### src/rtl/network_source_arbiter_pkg.sv
// Shared definitions for the network_source arbiter and its round-robin picker.
package network_arbiter_config;

   // Default packet width. This value matches the processor's network input width.
   localparam int INP_WIDTH = 8;

   typedef enum logic {
      IDLE,
      LOCKED
   } arb_state_t;

   // Width of an owner id. A single requester still gets a one-bit id.
   function automatic int id_width(input int num_req);
      return (num_req > 1) ? $clog2(num_req) : 1;
   endfunction

endpackage

### src/rtl/network_source_arbiter_if.sv
// Requester-side and network_source-side handshake bundle for the arbiter.
interface network_source_arbiter_if
   import network_arbiter_config::*;
#(
   parameter int NUM_REQ   = 4,
   parameter int PKT_WIDTH = INP_WIDTH,
   localparam int ID_WIDTH = id_width(NUM_REQ)
) ();

   logic [NUM_REQ-1:0]   req_valid;
   logic [NUM_REQ-1:0]   req_last;
   logic [PKT_WIDTH-1:0] req_pkt [NUM_REQ];
   logic [NUM_REQ-1:0]   req_ready;

   logic                 src_valid;
   logic [PKT_WIDTH-1:0] src;
   logic                 src_last;
   logic [ID_WIDTH-1:0]  src_id;
   logic                 src_ready;

   // The arbiter itself.
   modport master (
      input  req_valid, req_last, req_pkt, src_ready,
      output req_ready, src_valid, src, src_last, src_id
   );

   // The requesters and network_source around the arbiter.
   modport slave (
      output req_valid, req_last, req_pkt, src_ready,
      input  req_ready, src_valid, src, src_last, src_id
   );

endinterface

### src/rtl/network_source_arbiter_rr_pick.sv
// Combinational round-robin priority encoder: first set request after last_owner, with wrap.
module rr_pick
   import network_arbiter_config::*;
#(
   parameter int NUM_REQ   = 4,
   localparam int ID_WIDTH = id_width(NUM_REQ)
) (
   input  logic [NUM_REQ-1:0]  req,
   input  logic [ID_WIDTH-1:0] last_owner,
   output logic [ID_WIDTH-1:0] pick,
   output logic                any
);

   // Scan from farthest to nearest so the nearest request after last_owner wins.
   always_comb begin
      int slot;
      logic [ID_WIDTH-1:0] idx;
      pick = '0;
      any  = 1'b0;
      slot = 0;
      idx  = '0;
      for (int i = NUM_REQ; i >= 1; i--) begin
         slot = (int'(last_owner) + i) % NUM_REQ;
         idx  = ID_WIDTH'(slot);
         if (req[idx]) begin
            pick = idx;
            any  = 1'b1;
         end
      end
   end

endmodule

### src/rtl/network_source_arbiter.sv
// Shares one network_source input among NUM_REQ requesters, one whole transaction at a time.
module network_source_arbiter
   import network_arbiter_config::*;
#(
   parameter int NUM_REQ   = 4,
   parameter int PKT_WIDTH = INP_WIDTH,
   localparam int ID_WIDTH = id_width(NUM_REQ)
) (
   input  logic                      clk,
   input  logic                      arstn,
   network_source_arbiter_if.master  bus,
   output logic                      busy
);

   arb_state_t           state;
   logic [ID_WIDTH-1:0]  owner;
   logic [ID_WIDTH-1:0]  last_owner;
   logic [ID_WIDTH-1:0]  pick;
   logic                 any;
   logic                 accept;
   logic                 transfer;
   logic [NUM_REQ-1:0]   ready_vec;

   logic                 src_valid_q;
   logic [PKT_WIDTH-1:0] src_q;
   logic                 src_last_q;
   logic [ID_WIDTH-1:0]  src_id_q;

   rr_pick #(
      .NUM_REQ(NUM_REQ)
   ) u_rr_pick (
      .req        (bus.req_valid),
      .last_owner (last_owner),
      .pick       (pick),
      .any        (any)
   );

   // Only the owner may push, and only when the output register is free or draining.
   always_comb begin
      ready_vec = '0;
      accept    = (state == LOCKED) && (!src_valid_q || bus.src_ready);
      if (accept) begin
         ready_vec[owner] = 1'b1;
      end
      transfer = accept && bus.req_valid[owner];
   end

   // Grant FSM: arbitrate in IDLE, hold the grant until the owner's last packet.
   always_ff @(posedge clk or negedge arstn) begin
      if (!arstn) begin
         state      <= IDLE;
         owner      <= '0;
         last_owner <= ID_WIDTH'(NUM_REQ - 1);
      end else begin
         case (state)
            IDLE: begin
               if (any) begin
                  owner <= pick;
                  state <= LOCKED;
               end
            end
            LOCKED: begin
               if (transfer && bus.req_last[owner]) begin
                  last_owner <= owner;
                  state      <= IDLE;
               end
            end
            default: state <= IDLE;
         endcase
      end
   end

   // Output register: loads on transfer, empties on a pop with nothing new behind it.
   always_ff @(posedge clk or negedge arstn) begin
      if (!arstn) begin
         src_valid_q <= 1'b0;
         src_q       <= '0;
         src_last_q  <= 1'b0;
         src_id_q    <= '0;
      end else if (transfer) begin
         src_valid_q <= 1'b1;
         src_q       <= bus.req_pkt[owner];
         src_last_q  <= bus.req_last[owner];
         src_id_q    <= owner;
      end else if (src_valid_q && bus.src_ready) begin
         src_valid_q <= 1'b0;
      end
   end

   assign bus.req_ready = ready_vec;
   assign bus.src_valid = src_valid_q;
   assign bus.src       = src_q;
   assign bus.src_last  = src_last_q;
   assign bus.src_id    = src_id_q;
   assign busy          = (state == LOCKED);

endmodule

### src/flat_wrapper.sv
// flat-port wrapper written by rule: the top's interface ports become plain ports
module network_source_arbiter_flat import network_arbiter_config::*;
#(
   parameter int NUM_REQ   = 4,
   parameter int PKT_WIDTH = INP_WIDTH,
   localparam int ID_WIDTH = id_width(NUM_REQ)
)
  (clk, arstn, busy, bus_req_valid, bus_req_last, bus_req_pkt, bus_src_ready, bus_req_ready, bus_src_valid, bus_src, bus_src_last, bus_src_id);
  network_source_arbiter_if #(.NUM_REQ(NUM_REQ), .PKT_WIDTH(PKT_WIDTH)) bus_i ();
  input  logic clk;
  input  logic arstn;
  output logic busy;
  input wire logic [$bits(bus_i.req_valid)-1:0] bus_req_valid;
  input wire logic [$bits(bus_i.req_last)-1:0] bus_req_last;
  input wire logic [$bits(bus_i.req_pkt)-1:0] bus_req_pkt;
  input wire logic [$bits(bus_i.src_ready)-1:0] bus_src_ready;
  output wire logic [$bits(bus_i.req_ready)-1:0] bus_req_ready;
  output wire logic [$bits(bus_i.src_valid)-1:0] bus_src_valid;
  output wire logic [$bits(bus_i.src)-1:0] bus_src;
  output wire logic [$bits(bus_i.src_last)-1:0] bus_src_last;
  output wire logic [$bits(bus_i.src_id)-1:0] bus_src_id;
  assign bus_i.req_valid = bus_req_valid;
  assign bus_i.req_last = bus_req_last;
  assign bus_i.req_pkt = {>>{bus_req_pkt}};
  assign bus_i.src_ready = bus_src_ready;
  assign bus_req_ready = bus_i.req_ready;
  assign bus_src_valid = bus_i.src_valid;
  assign bus_src = bus_i.src;
  assign bus_src_last = bus_i.src_last;
  assign bus_src_id = bus_i.src_id;
  network_source_arbiter #(.NUM_REQ(NUM_REQ), .PKT_WIDTH(PKT_WIDTH)) u_core (.clk(clk), .arstn(arstn), .bus(bus_i), .busy(busy));
endmodule
### config.mk
export PLATFORM = sky130hd
export DESIGN_NAME = network_source_arbiter_flat
export DESIGN_NICKNAME = d
export VERILOG_FILES = /design/src/rtl/network_source_arbiter_pkg.sv /design/src/rtl/network_source_arbiter_if.sv /design/src/rtl/network_source_arbiter_rr_pick.sv /design/src/rtl/network_source_arbiter.sv /design/src/flat_wrapper.sv
export SDC_FILE = /design/constraint.sdc
export NUM_CORES = 1
export LEC_CHECK = 0
export BUFFER_PORTS_ARGS = -buffer_cell sky130_fd_sc_hd__buf_2
export CAP_MARGIN = 20
export CORE_ASPECT_RATIO = 1.25
export CORE_MARGIN = 2
export CORE_UTILIZATION = 42
export DETAILED_ROUTE_END_ITERATION = 10
export PLACE_DENSITY = 0.84
export SLEW_MARGIN = 25
export SYNTH_ARGS = -nofsm -noshare
export SYNTH_HDL_FRONTEND = slang
export SYNTH_SLANG_ARGS = --single-unit
### constraint.sdc
create_clock -name clk -period 2.3 [get_ports clk]
set_input_delay 0.46 -clock clk [delete_from_list [all_inputs] [get_ports clk]]
set_output_delay 0.46 -clock clk [all_outputs]
set_load 0.02 [all_outputs]
Word level (Yosys, flattened, before mapping)
Cells that the tools add are included.

operators by class
  muxes and demuxes = 31
  bitwise operators = 2
  magnitude comparators = 7
  reductions and logical operators = 10
  $add $sub $neg = 4

operator list
  cell                 number
  $bmux 8 s2           1
  $mux 8               2
  $lt 2x3->1 const B   5
  $mux 1               15
  $bmux 1 s2           6
  $mux 2               4
  $logic_and 1x1->1    5
  $add 2x1->2 const B  2
  $add 2x2->2 const B  2
  $mux 4               1
  $reduce_and 2->1     2
  $ge 3x3->1 const B   1
  $not 2->3            1
  $demux 1 s2          1
  $ge 2x1->1 const B   1
  $pmux 1 s2           1
  $reduce_bool 2->1    1
  $logic_not 1->1      1
  $logic_or 1x1->1     1
  $not 1->1            1

storage, ports and cells
  logic and storage cells = 61
  register bits after elaboration = 17
  input bits = 43

Longest topological paths before layout
  depth after elaboration = 9
  depth in mapped cells = 6
  depth with buffers taken out = 4

By module
A second synthesis with hierarchy kept.

second synthesis, totals
  cells, all modules = 76
  area total of the unflattened synthesis = 1073.5 sq um

by module, submodules not included
  module                  area an instance (sq um)  times used  cells each  sequential area each (sq um)
  network_source_arbiter  982.2                     1           62          427.9
  rr_pick                 91.3                      1           14          0.0

Worst setup path after synthesis
No wires, ideal clock.

  path type = register -> output
  start = register u_core.owner[1]
  end = output bus_req_ready[2]
  arrival time = 1401 ps
  data required time = 1840 ps
  path buffers = 1
  stages on the path, launching flop included = 4
  path slack = 439 ps
  cells stage by stage = dfrtp_1 > clkbuf_1 > inv_1 > nor3_1

between the ends
  word-level cells in the longest chain between the ends = 5

RTL lines
  element                                                                RTL line                      source
  start: declaration                                                     network_source_arbiter.sv:16  logic [ID_WIDTH-1:0] owner;
  start signal: assignment                                               network_source_arbiter.sv:58  owner <= pick;
  $lt 2x3->1 (not written as such) / $ge 2x1->1 (equally long branches)  network_source_arbiter.sv:43  ready_vec[owner] = 1'b1;
  $logic_and 1x1->1 (not written as such)                                network_source_arbiter.sv:43
  $mux 1 (not written as such)                                           network_source_arbiter.sv:43
  $demux 1 s2 *                                                          n/a
  $mux 4 *                                                               network_source_arbiter.sv:42  if (accept) begin
  end: declaration                                                       flat_wrapper.sv:17            output wire logic [$bits(bus_i.req_ready)-1:0] bus_req_ready;

Mark *: on every way between the ends. The rest lies on a longest branch, timed or not.

Final worst setup path
  start = register u_core.owner[0]
  end = output bus_req_ready[0]

The elaborated chain is that of the path after synthesis.

==> impl_metrics.prom <==
# TYPE chip_impl_metric gauge
chip_impl_info{name="outcome",value="finished clean"} 1
chip_impl_metric{name="ys_seq_elements",unit=""} 17
chip_impl_metric{name="register_area",unit="sq um"} 428
chip_impl_metric{name="worst_skew_pair.late_latency",unit="ps"} 270
chip_impl_info{name="setup.worst_path.start_class",value="flip-flop"} 1
chip_impl_info{name="min-delay-path-class",value="in2async"} 1
chip_impl_metric{name="timing.slew.headroom",unit="%"} 75.5
chip_impl_metric{name="die_area",unit="sq mm"} 0.00277
chip_impl_info{name="r2r-start",value="u_core.owner[0]$_DFFE_PN0P_"} 1
chip_impl_metric{name="n_antenna_cell",unit=""} 0
chip_impl_metric{name="clock.fmax",unit="GHz"} 0.539
chip_impl_metric{name="worst_setup_hold_path_clk_slew",unit="ps"} 90
chip_impl_metric{name="num_vias",unit=""} 880
chip_impl_metric{name="grt_pass1_vias",unit=""} 943
chip_impl_metric{name="antenna_violations_before_repair",unit=""} 0
chip_impl_info{name="timing_worst_setup_path_type",value="reg2out"} 1
chip_impl_info{name="final_common_cell",value="buf_2"} 1
chip_impl_metric{name="post_route_cells_drive_above_1_share",unit="%"} 63.2
chip_impl_metric{name="cts_repair_resize_count",unit=""} 0
chip_impl_metric{name="antenna_violating_nets_post_route",unit=""} 0
chip_impl_metric{name="cp.required",unit="ps"} 1840
chip_impl_metric{name="timing_worst_slew_pin_value",unit="ps"} 368
chip_impl_metric{name="reg2reg_depth",unit=""} 3
chip_impl_metric{name="cts_made_buffers",unit=""} 3
chip_impl_metric{name="routed_wire_length_per_instance",unit="um"} 16.1
chip_impl_info{name="layout.cells.most_common_list",value="buf_2, dfrtp_1, mux4_2"} 1
chip_impl_metric{name="ctsLongestPathBuffers",unit=""} 2
chip_impl_metric{name="detail_route.wirelength",unit="um"} 2690
chip_impl_info{name="timing.critical_path.from",value="u_core.owner[0]$_DFFE_PN0P_"} 1
chip_impl_metric{name="grt_overflow",unit=""} 0
chip_impl_metric{name="pin_count",unit=""} 60
chip_impl_metric{name="mappedNetlistArea",unit="sq um"} 992
chip_impl_metric{name="finish.instance_area",unit="sq mm"} 0.00134
chip_impl_info{name="timing.rr.end",value="u_core.last_owner[0]$_DFFE_PN1P_"} 1
chip_impl_metric{name="pwr_density",unit="mW/mm^2"} 1350
chip_impl_metric{name="cts.hold.buffers_added",unit=""} 0
chip_impl_metric{name="fin_nets",unit=""} 180
chip_impl_metric{name="post_synth.cell_area_avg",unit="sq um"} 13.2
chip_impl_info{name="synth_flop_cell",value="dfrtp_1"} 1
chip_impl_metric{name="synth-warning-count",unit=""} 0
chip_impl_metric{name="max_cap_violations",unit=""} 0
chip_impl_metric{name="ys_seq_area_share",unit="%"} 43.1
chip_impl_metric{name="chipHeight",unit="um"} 58.3
chip_impl_metric{name="switchingPower",unit="mW"} 0.766
chip_impl_metric{name="crit_path_max_fanout",unit=""} 8
chip_impl_metric{name="vdd_ir_drop_max",unit="mV"} 0.544
chip_impl_metric{name="grt_use_total",unit="%"} 21.3
chip_impl_metric{name="core_area",unit="sq mm"} 0.00221
chip_impl_metric{name="cts-htree-levels",unit=""} 1
chip_impl_info{name="cts_root_buffer",value="clkbuf_4"} 1
chip_impl_metric{name="initial_core_util",unit="%"} 44.9
chip_impl_metric{name="sink_count_of_the_clock_tree",unit=""} 17
chip_impl_metric{name="netSwitchingFraction",unit="%"} 42.2
chip_impl_metric{name="sequentialPowerShare",unit="%"} 32.2
chip_impl_metric{name="yosysUniqueCellTypes",unit=""} 26
chip_impl_info{name="setup.worst_path.end_class",value="output port"} 1
chip_impl_metric{name="period_share",unit="%"} 80.7
chip_impl_metric{name="post-dp-hpwl",unit="um"} 2270
chip_impl_metric{name="number_of_max_slew_violations_in_the_final_report",unit=""} 0
chip_impl_metric{name="synth_fp_nets",unit=""} 118
chip_impl_metric{name="setup-tns-final",unit="ps"} 0
chip_impl_info{name="tritoncts_clock_tree",value="yes"} 1
chip_impl_metric{name="place_congestion",unit=""} 0.868
chip_impl_metric{name="syn2layout_area_growth",unit="%"} 35.3
chip_impl_metric{name="drc_errors",unit=""} 0
chip_impl_metric{name="postPlaceCellArea",unit="sq mm"} 0.00132
chip_impl_metric{name="setup-violations-final",unit=""} 0
chip_impl_info{name="grt_setup_unrepaired",value="no"} 1
chip_impl_metric{name="first_iter_violations",unit=""} 12
chip_impl_metric{name="die_span_x",unit="um"} 47.5
chip_impl_metric{name="grt_max_degree",unit=""} 18
chip_impl_metric{name="synthArstFlopShare",unit="%"} 100
chip_impl_metric{name="first_pass_iters",unit=""} 4
chip_impl_metric{name="row_count",unit=""} 19
chip_impl_metric{name="synthesis.instances",unit=""} 75
chip_impl_metric{name="multi_input_area",unit="sq um"} 528
chip_impl_metric{name="static-leakage-power",unit="nW"} 0.674
chip_impl_metric{name="synth-edff-count",unit=""} 0
chip_impl_metric{name="cts_setup_buffers",unit=""} 0
chip_impl_metric{name="timing_hold_violations_final",unit=""} 0
chip_impl_metric{name="final.fill_count",unit=""} 195
chip_impl_metric{name="drt-vias-per-instance",unit=""} 5.27
chip_impl_metric{name="worst_clock_skew",unit="ps"} 7.56
chip_impl_info{name="crit_end",value="bus_req_ready[0]"} 1
chip_impl_metric{name="layout_min_cycle_time",unit="ps"} 1860
chip_impl_metric{name="placement.io_buffers",unit=""} 59
chip_impl_metric{name="worst_ep_arrival_time",unit="ps"} 1400
chip_impl_metric{name="grt_pass1_wl",unit="um"} 4200
chip_impl_metric{name="intPower",unit="mW"} 1.05
chip_impl_metric{name="clockPowerShare",unit="%"} 8.2
chip_impl_metric{name="rrSetupSlack",unit="ps"} 530
chip_impl_metric{name="combPwrFrac",unit="%"} 59.6
==> cell usage after synthesis, types with 2 or more instances <==
cell	n	area share [%]
buf_2	2	1.0
dfrtp_1	15	38
dfstp_2	2	5.3
inv_1	3	1.1
mux2_2	4	4.5
mux2_4	5	7.6
mux4_2	10	23
nand2_1	7	2.6
nand2b_1	3	1.9
nor2_1	4	1.5
nor3_1	2	1.0
o21ai_0	4	2.0
==> stage by stage <==
stage                     cells  total power [mW]  utilization [%]  hold WS, ps  setup slack [ps]
after floorplan              75              1.36                -          164               439
after global placement      163              1.63             59.5          389               464
after detailed placement    163              1.67             59.5          391               412
after CTS                   167              1.83             60.7         86.5               435
after global routing        167              1.92             60.7          102               379
final                       167              1.82             60.7         81.1               444
==> final cells by class <==
type                            instances  area share, %
Tap cell                               31           2.89
Multi-Input combinational cell         51           39.3
Inverter                                3          0.839
Sequential cell                        17           31.9
Timing Repair Buffer                   61           23.1
Clock buffer                            4           1.96
==> layer usage <==
layer  track usage, %  wire length, um  part of all wire, %
met1             24.4              963                   36
met2             39.0             1520                   57
met3             2.15              160                  6.0
met4             7.14               42                  1.6
met5                0                0                    0
==> worst min-delay path by stage <==
| stage | startpoint | end | slack [ps] |
|---|---|---|---|
| 2_1_floorplan | arstn | u_core.bus.src[0]$_DFFE_PN0P_ | 160 |
| 3_3_place_gp | arstn | u_core.bus.src[3]$_DFFE_PN0P_ | 390 |
| 5_1_grt | arstn | u_core.bus.src[5]$_DFFE_PN0P_ | 100 |
| 6_report | arstn | u_core.bus.src[5]$_DFFE_PN0P_ | 80 |
| 4_1_cts | arstn | u_core.bus.src[5]$_DFFE_PN0P_ | 90 |
| 3_5_place_dp | arstn | u_core.bus.src[5]$_DFFE_PN0P_ | 390 |
==> cells by family after synthesis <==
logic type	count (synthesis)	synth area share, %
DFF	17	43.1
buffers and inverters	7	3.66
and+or+nand+nor	20	9.96
muxes	20	35.8
AOI/OAI and AO/OA	11	7.44
==> power by group through the flow <==
stage          Sequential [mW]  Clock [mW]  Combinational (mW)
3_3_place_gp             0.583           0                1.05
2_1_floorplan            0.698           0               0.661
4_1_cts                  0.581       0.154                1.09
5_1_grt                  0.601       0.164                1.15
3_5_place_dp             0.587           0                1.09
6_report                 0.584       0.149                1.08
==> worst max-delay path: stages (launching register included) <==
cell and delay (ps):
dfrtp_1 510, buf_4 250, nor3_1 180, buf_2 190
==> state kept, by name, indices dropped and copies added (netlist names) <==
name / flops
u_core.owner: 2
u_core.bus.src: 8
u_core.bus.src_valid: 1
u_core.bus.src_id: 2
u_core.last_owner: 2
u_core.busy: 1
u_core.bus.src_last: 1
(Power assumes the default switching activity.)
